$ cat config.mk
export PLATFORM = sky130hd
export DESIGN_NAME = systolic_mac_pe
export DESIGN_NICKNAME = d
export VERILOG_FILES = /design/src/rtl/systolic_mac_pe.sv
export SDC_FILE = /design/constraint.sdc
export NUM_CORES = 2
export LEC_CHECK = 0
export ABC_CLOCK_PERIOD_IN_PS = 19200
export CAP_MARGIN = 20
export CORE_AREA = 5 5 418 420
export CTS_CLUSTER_SIZE = 16
export DETAILED_ROUTE_END_ITERATION = 8
export DIE_AREA = 0 0 423 425
export DONT_BUFFER_PORTS = 1
export SYNTH_ARGS = -nofsm -noshare
export SYNTH_HDL_FRONTEND = slang
export SYNTH_SLANG_ARGS = --single-unit
$ cat constraint.sdc
create_clock -name clk_i -period 19.2 [get_ports clk_i]
set_input_delay 2.88 -clock clk_i [delete_from_list [all_inputs] [get_ports clk_i]]
set_output_delay 2.88 -clock clk_i [all_outputs]
set_load 0.05 [all_outputs]
$ cat src/rtl/systolic_mac_pe.sv
// Systolic array processing element: forwards north/west operands one
// stage and accumulates their products over a tile of k_len MACs.
module systolic_mac_pe #(
   parameter int DATA_WIDTH = 32,
   parameter int ACC_WIDTH  = 72,
   parameter int CNT_WIDTH  = 16
) (
   input  logic                  clk_i,
   input  logic                  rst_ni,
   input  logic                  en_i,
   input  logic                  clr_i,
   input  logic                  signed_i,
   input  logic [CNT_WIDTH-1:0]  k_len_i,
   input  logic [DATA_WIDTH-1:0] up_i,
   input  logic                  up_valid_i,
   input  logic [DATA_WIDTH-1:0] left_i,
   input  logic                  left_valid_i,
   output logic [DATA_WIDTH-1:0] down_o,
   output logic                  down_valid_o,
   output logic [DATA_WIDTH-1:0] right_o,
   output logic                  right_valid_o,
   output logic [ACC_WIDTH-1:0]  res_o,
   output logic                  res_valid_o,
   output logic                  ovf_o,
   output logic                  busy_o
);

   localparam int PW = 2 * DATA_WIDTH;

   localparam logic [0:0] S_IDLE = 1'b0;
   localparam logic [0:0] S_ACC  = 1'b1;

   logic [0:0]            r_state;
   logic                  r_sgn;
   logic [CNT_WIDTH-1:0]  r_len;
   logic [CNT_WIDTH-1:0]  r_cnt;
   logic [ACC_WIDTH-1:0]  r_acc;
   logic                  r_ovf_t;
   logic [ACC_WIDTH-1:0]  r_res;
   logic                  r_ovf;
   logic                  r_res_valid;
   logic [DATA_WIDTH-1:0] r_down;
   logic                  r_down_v;
   logic [DATA_WIDTH-1:0] r_right;
   logic                  r_right_v;

   logic                  w_fire;
   logic                  w_mode;
   logic signed [DATA_WIDTH:0] w_a;
   logic signed [DATA_WIDTH:0] w_b;
   logic signed [PW+1:0]  w_full;
   logic [ACC_WIDTH-1:0]  w_prod;
   logic [ACC_WIDTH:0]    w_sum;
   logic                  w_add_ovf;
   logic [CNT_WIDTH-1:0]  w_len_in;
   logic [CNT_WIDTH-1:0]  w_cnt_nx;
   logic                  w_done_idle;
   logic                  w_done_acc;

   assign w_fire = en_i & up_valid_i & left_valid_i;

   // Mode comes from the input when a tile starts, else from the latch.
   assign w_mode = (r_state == S_ACC) ? r_sgn : signed_i;

   // One extra bit lets a single signed multiplier cover both modes.
   assign w_a = {w_mode & up_i[DATA_WIDTH-1], up_i};
   assign w_b = {w_mode & left_i[DATA_WIDTH-1], left_i};
   assign w_full = w_a * w_b;

   // True product always fits PW bits of its own type, so
   // sign-extending the wide result gives the right extension.
   assign w_prod = ACC_WIDTH'(w_full);

   assign w_sum = {1'b0, r_acc} + {1'b0, w_prod};

   assign w_add_ovf = w_mode
      ? ((r_acc[ACC_WIDTH-1] == w_prod[ACC_WIDTH-1]) &&
         (w_sum[ACC_WIDTH-1] != r_acc[ACC_WIDTH-1]))
      : w_sum[ACC_WIDTH];

   // A zero length is treated as a single-MAC tile.
   assign w_len_in = (k_len_i == '0) ? CNT_WIDTH'(1) : k_len_i;
   assign w_cnt_nx = r_cnt + CNT_WIDTH'(1);

   assign w_done_idle = (w_len_in == CNT_WIDTH'(1));
   assign w_done_acc  = (w_cnt_nx == r_len);

   // Systolic forwarding of operands, independent of the MAC state.
   always_ff @(posedge clk_i or negedge rst_ni) begin
      if (!rst_ni) begin
         r_down    <= '0;
         r_down_v  <= 1'b0;
         r_right   <= '0;
         r_right_v <= 1'b0;
      end else if (en_i) begin
         r_down    <= up_i;
         r_down_v  <= up_valid_i;
         r_right   <= left_i;
         r_right_v <= left_valid_i;
      end
   end

   // Tile FSM: accumulate on fire, publish result on the last MAC.
   always_ff @(posedge clk_i or negedge rst_ni) begin
      if (!rst_ni) begin
         r_state     <= S_IDLE;
         r_sgn       <= 1'b0;
         r_len       <= '0;
         r_cnt       <= '0;
         r_acc       <= '0;
         r_ovf_t     <= 1'b0;
         r_res       <= '0;
         r_ovf       <= 1'b0;
         r_res_valid <= 1'b0;
      end else begin
         r_res_valid <= 1'b0;
         if (clr_i) begin
            r_state <= S_IDLE;
            r_cnt   <= '0;
            r_acc   <= '0;
            r_ovf_t <= 1'b0;
         end else if (w_fire) begin
            case (r_state)
               S_IDLE: begin
                  r_sgn <= signed_i;
                  r_len <= w_len_in;
                  if (w_done_idle) begin
                     r_res       <= w_prod;
                     r_ovf       <= 1'b0;
                     r_res_valid <= 1'b1;
                     r_acc       <= '0;
                     r_cnt       <= '0;
                     r_ovf_t     <= 1'b0;
                  end else begin
                     r_acc   <= w_prod;
                     r_cnt   <= CNT_WIDTH'(1);
                     r_ovf_t <= 1'b0;
                     r_state <= S_ACC;
                  end
               end
               S_ACC: begin
                  if (w_done_acc) begin
                     r_res       <= w_sum[ACC_WIDTH-1:0];
                     r_ovf       <= r_ovf_t | w_add_ovf;
                     r_res_valid <= 1'b1;
                     r_acc       <= '0;
                     r_cnt       <= '0;
                     r_ovf_t     <= 1'b0;
                     r_state     <= S_IDLE;
                  end else begin
                     r_acc   <= w_sum[ACC_WIDTH-1:0];
                     r_cnt   <= w_cnt_nx;
                     r_ovf_t <= r_ovf_t | w_add_ovf;
                  end
               end
               default: r_state <= S_IDLE;
            endcase
         end
      end
   end

   assign down_o        = r_down;
   assign down_valid_o  = r_down_v;
   assign right_o       = r_right;
   assign right_valid_o = r_right_v;
   assign res_o         = r_res;
   assign res_valid_o   = r_res_valid;
   assign ovf_o         = r_ovf;
   assign busy_o        = (r_state == S_ACC);

endmodule

### Yosys cells after proc, flatten, opt, wreduce, memory -nomap -nowiden

Cells that the tools add are included.

| cells by class | value |
|---|---|
| equal/unequal tests | 6 |
| reduce and logical (&&, ||, !) cells | 6 |
| $add $sub $neg | 2 |
| $mul | 1 |
| shift operators | 0 |
| bitwise logic cells | 7 |
| divide/modulo/power cells | 0 |
| order comparisons | 0 |
| multiplexer cells | 33 |

Operator list:

| operator | number |
|---|---|
| 72-bit 2-to-1 mux | 6 |
| 72-bit one-hot mux with 2 select lines | 2 |
| 72-bit by 72-bit adder with 73-bit output | 1 |
| 33-bit by 33-bit multiplier with 66-bit output | 1 |
| 16-bit 2-to-1 mux | 4 |
| 16-bit one-hot mux with 2 select lines | 1 |
| 16-bit by 1-bit adder with 16-bit output (second input constant) | 1 |
| 16-bit by 1-bit equality test with 1-bit output (second input constant) | 1 |
| 16-bit equality test | 1 |
| 16-bit logical NOT | 1 |
| 1-bit 2-to-1 mux | 16 |
| 1-bit one-hot mux with 2 select lines | 4 |
| 1-bit bitwise AND | 4 |
| 4-bit AND reduction | 1 |
| 3-bit AND reduction | 1 |
| 2-bit by 1-bit inequality test with 1-bit output (second input constant) | 1 |
| 2-bit inequality test (second input constant) | 1 |
| 1-bit NOT | 2 |
| 2-bit AND reduction | 1 |
| 2-bit nonzero test | 1 |
| 1-bit equality test | 1 |
| 1-bit logical AND | 1 |
| 1-bit inequality test | 1 |
| 1-bit bitwise OR | 1 |

| word-level totals | value |
|---|---|
| memories kept | 0 |
| bits in latches | 0 |
| memory bits (writable) | 0 |
| memory bits (read-only) | 0 |
| output and inout port bits | 141 |
| input bits | 87 |
| register bits | 247 |
| word-level logic and storage cells | 68 |

### Logic depth before layout (Yosys ltp)

| logic depth | value |
|---|---|
| depth in word-level cells | 12 |
| gate-level depth with buffers | 43 |
| depth with buffers taken out | 39 |

### Worst setup path before layout

Ideal clock, no wire load.

| path | value |
|---|---|
| path type | input to register |
| start | input port signed_i |
| end | register r_ovf (netlist: ovf_o) |
| arrival time | 12.382 ns |
| setup slack | 6.735 ns |
| path buffers | 3 |
| stages on the path | 36 |
| setup time | 0.083 ns |
| required time | 19.117 ns |
| cells stage by stage | mux2_2 -> and2_1 -> clkbuf_1 -> nand2_1 -> inv_1 -> fa_1 -> fa_1 -> fa_1 -> fa_1 -> inv_1 -> fa_1 -> fa_1 -> fa_1 -> fa_1 -> inv_1 -> ha_1 -> clkbuf_1 -> a21o_1 -> a21o_1 -> a21oi_1 -> o221a_2 -> and3_1 -> a21o_1 -> and3_1 -> nor2_1 -> ha_1 -> clkbuf_1 -> and2_1 -> nand3_1 -> nor3_1 -> inv_1 -> o221ai_1 -> a211oi_2 -> mux2i_1 -> o31a_1 -> o21ai_0 |

| between the ends | value |
|---|---|
| word-level cells in the longest chain between the ends | 10 |
| elaborated cells on any way between the ends | 12 |
| classes of those cells | add/sub: 1; mul: 1; eq/ne: 2; mux: 4; bitwise: 3; reduce/logical: 1 |

Ends and longest elaborated chain:

| item | RTL line | text |
|---|---|---|
| start, declared | 12 | `input logic signed_i,` |
| 1-bit 2-to-1 mux (*) | - |  |
| 1-bit bitwise AND, on equally long branches | 66, 67 |  |
| 33-bit by 33-bit multiplier with 66-bit output | 68 | `assign w_full = w_a * w_b;` |
| 72-bit by 72-bit adder with 73-bit output | 74 | `assign w_sum = {1'b0, r_acc} + {1'b0, w_prod};` |
| 1-bit inequality test | 78 | `(w_sum[ACC_WIDTH-1] != r_acc[ACC_WIDTH-1]))` |
| 1-bit logical AND | 77 | `? ((r_acc[ACC_WIDTH-1] == w_prod[ACC_WIDTH-1]) &&` |
| 1-bit 2-to-1 mux (*) | 77 |  |
| 1-bit bitwise OR (*) | 144 | `r_ovf <= r_ovf_t \| w_add_ovf;` |
| 1-bit 2-to-1 mux (*) | 142 | `if (w_done_acc) begin` |
| 1-bit one-hot mux with 2 select lines (*) | 123 | `case (r_state)` |
| end signal, assigned | 144 |  |
| end, declared | 40 | `logic r_ovf;` |

Every way passes the cells marked *; elsewhere a longest branch is shown, timed or not. The select of a mux whose other input is x is not followed.
A chain may end at the register's enable or synchronous reset.

### Worst setup path in the final report

| path | value |
|---|---|
| start | input port signed_i |
| end | register r_res[66] (netlist: res_o[66]) |

| between the ends | value |
|---|---|
| word-level cells in the longest chain between the ends | 6 |
| elaborated cells on any way between the ends | 8 |
| classes of those cells | add/sub: 1; mul: 1; mux: 4; bitwise: 2 |

Ends and longest elaborated chain:

| item | RTL line | text |
|---|---|---|
| 1-bit 2-to-1 mux (*) | - |  |
| 1-bit bitwise AND, on equally long branches | 66, 67 |  |
| 33-bit by 33-bit multiplier with 66-bit output (*) | 68 |  |
| 72-bit by 72-bit adder with 73-bit output | 74 |  |
| 72-bit 2-to-1 mux | 142 |  |
| 72-bit one-hot mux with 2 select lines (*) | 123 |  |
| end signal, assigned | 128 | `r_res <= w_prod;` |
| end signal, assigned | 143 | `r_res <= w_sum[ACC_WIDTH-1:0];` |
| end, declared | 39 | `logic [ACC_WIDTH-1:0] r_res;` |

Marked as above.

==> run summary <==
Status -> complete, no violations
WP data arrival -> 14.30 ns
Crit path largest cell delay -> 0.62 ns
Synth Flop Type -> dfrtp_1
Standard-cell rows -> 152
Area share of the largest cell type after synthesis -> 0.425
Syn_nets -> 7558
Post-layout minimum cycle time -> 13.75 ns
TritonCTS clock tree -> built
Metal1 wirelength -> 64900 um
Largest area contributor in the netlist -> fa_1
Largest net degree at the start of global routing -> 248
Worst slew margin -> 0.343
Final setup violating endpoints -> 0
# fillers -> 17602
Core area -> 171000 um^2
Gate Count Post-Synth -> 6035
Clk sinks -> 247
Post-DP HPWL -> 128000 um
Met3 wire length -> 7470 um
Req. time, crit path -> 19.75 ns
Most area-consuming cells after synthesis -> fa_1 42%, dfrtp_1 11%, inv_1 8.2%, nand2_1 7.5%, ha_1 6.7%
Setup ws final -> 5.45 ns
Crit. End Element -> flip-flop
First DRT Iteration DRCs -> 2399
Routability Congestion -> 0.909
CP top delay family -> adder cells
CTS Buf Count -> 29
Avg Synthesized Cell Area -> 8.96 um^2
Met2 wire len -> 81100 um
Full die area -> 180000 um^2
CP Max Fanout -> 25
RSZ-0062 raised after global routing -> false
Mapped Area -> 54100 um^2
Post-layout net count -> 7260
Clk_lat worst skew -> 0.63 ns
Drt drc -> 0
GRT Total Usage -> 0.178
Least-Margin Pin Slew -> 0.985 ns
Via Count -> 40642
Post-Route WL -> 160000 um
CTS resizes -> 0
# H-tree levels -> 1
Starting density of the core -> 0.317
I/O pins -> 228
1st-pass router iterations -> 5
Non-Filler Instances -> 7996
Port Buffers -> 0
Max-slew violation count -> 0
DP Worst Slack -> 4.86 ns
Startpoint types -> input port
Crit share post-route -> 0.716
Placed Cells -> 7938
CTS Hold Bufs -> 0
Max frequency -> 72.7 MHz
Post-synthesis register bit count -> 247
Max-Cap Viols -> 0
Slowest CP cell -> and2_1
Critical path class -> input port to flip-flop
Post-route setup TNS -> 0 ns
Area Overhead vs Synth -> 4.87%
Synth top cells by count -> 1187 x inv_1, 1147 x fa_1, 1074 x nand2_1, 327 x clkbuf_1, 297 x and2_1
Vias in the first global route -> 44122
First-pass GRT wire length -> 255000 um
Clock-pin slew of the registers on the worst-case setup and hold paths -> 0.07 ns
Die Ht -> 425 um
Worst hold path type -> flip-flop to flip-flop
Drt via density -> 5.08
CP most frequent cell -> fa_1
Final hold vios -> 0
Final ANT Viol Nets -> 0
Top-count cell post-synth -> inv_1
Top layer in use -> met4
Die X -> 423 um
Drt wl/cell -> 20.0 um
Layout cells sized above 1 -> 0.0309
Clock root cell -> clkbuf_16
Netlist cell types -> 81
Sequential share of the synthesized area -> 0.114
Initial antenna violation count -> 5
Warnings from Yosys -> 0
Clock Skew -> 0.0289 ns
Max Root-Sink Buffers -> 3
Post-synth ARST share -> 1.00
Fin Hold WS -> 0.481 ns
Grt total ovfl -> 0
Setup Buffers After CTS -> 0
CP bufs+invs -> 8
Number of flops mapped to enable cells by yosys -> 0
through the flow:
stage	instance area (um^2)	util
3_3_place_gp	55700	0.326
3_5_place_dp	55700	0.326
2_1_floorplan	54100	-
6_report	56700	0.332
5_1_grt	56700	0.332
4_1_cts	56700	0.332
sequential cells by signal, indices dropped and copies added (netlist names):
name	count
right_valid_o	1
right_o	32
ovf_o	1
down_valid_o	1
down_o	32
r_sgn	1
res_o	72
r_acc	72
r_cnt	16
res_valid_o	1
busy_o	1
r_len	16
r_ovf_t	1
area by class of cell:
type                       instances  area, um^2  share of cell area
sequential                       247        6180               0.109
inverter                        1188        4460              0.0786
clock inverter                    14         185             0.00327
antenna                            4        10.0            0.000177
timing repair buffer              17         135             0.00238
clock buffer                      39         813              0.0143
tap                             2233        2790              0.0493
multi-input combinational       4254       42100               0.743
worst register-to-register path, delay by kind of cell (launching register included):
kind / cells / cell delay (ns)
flip-flops: 1 / 0.92
AND/OR/NAND/NOR: 7 / 1.94
buffers and inverters: 8 / 0.76
XOR/XNOR: 1 / 0.40
AO/OA/AOI/OAI: 10 / 3.03
adder cells (fa/ha/maj): 10 / 5.06
multiplexers: 1 / 0.42
kinds of logic (layout without fill, tap and decap cells):
logic type,Yosys count,count (layout),share of synthesized area
AO/OA/AOI/OAI,747,747,0.0904
other,0,4,0
adder cells (fa/ha/maj),1436,1436,0.491
buffers and inverters,1534,1258,0.107
AND/OR/NAND/NOR,1817,1817,0.152
multiplexers,95,95,0.0192
flip-flops,247,247,0.114
XOR/XNOR,159,159,0.0258
worst paths after layout:
check | startpoint | to | slack (ns) | cells past startpoint
max | signed_i | res_o[66] | 5.45 | 37
max in group asynchronous | rst_ni | right_o[22] | 16.90 | 0
min in group asynchronous | rst_ni | r_acc[65] | 1.94 | 0
min | r_acc[45] | r_acc[45] | 0.48 | 2
min reg2reg | r_acc[45] | r_acc[45] | 0.48 | 2
max reg2reg | busy_o | res_o[66] | 6.60 | 37
layout by cell type (no fill, tap or decap), types with 10 or more instances in the layout:
cell type	Yosys	final
a211oi_1	16	16
a21boi_0	10	10
a21o_1	78	78
a21oi_1	183	183
a221o_1	10	10
a22o_1	12	12
a22oi_1	44	44
a31oi_1	40	39
and2_1	297	297
and3_1	48	48
buf_4	1	16
clkbuf_16	0	29
dfrtp_1	247	246
fa_1	1147	1147
ha_1	289	289
inv_1	1187	1186
mux2_2	69	69
mux2i_1	26	26
nand2_1	1074	1074
nand2b_1	10	10
nand3_1	62	62
nand4_1	43	43
nor2_1	180	178
nor3_1	28	28
nor4_1	11	11
o211ai_1	34	34
o21a_1	15	15
o21ai_0	160	160
o21bai_1	25	25
o221ai_1	13	13
o31ai_1	17	17
or2_2	15	15
or3_1	13	13
xnor2_1	107	107
xor2_1	52	52
routing by layer:
layer,up-vias,track usage
li1,17905,-
met1,21431,0.225
met2,1077,0.320
met3,229,0.0184
met4,0,0.0589
met5,-,0
Power is left out: the tool's default activity adds up to more than one toggle a clock period on the data nets, which glitch-free logic cannot reach.
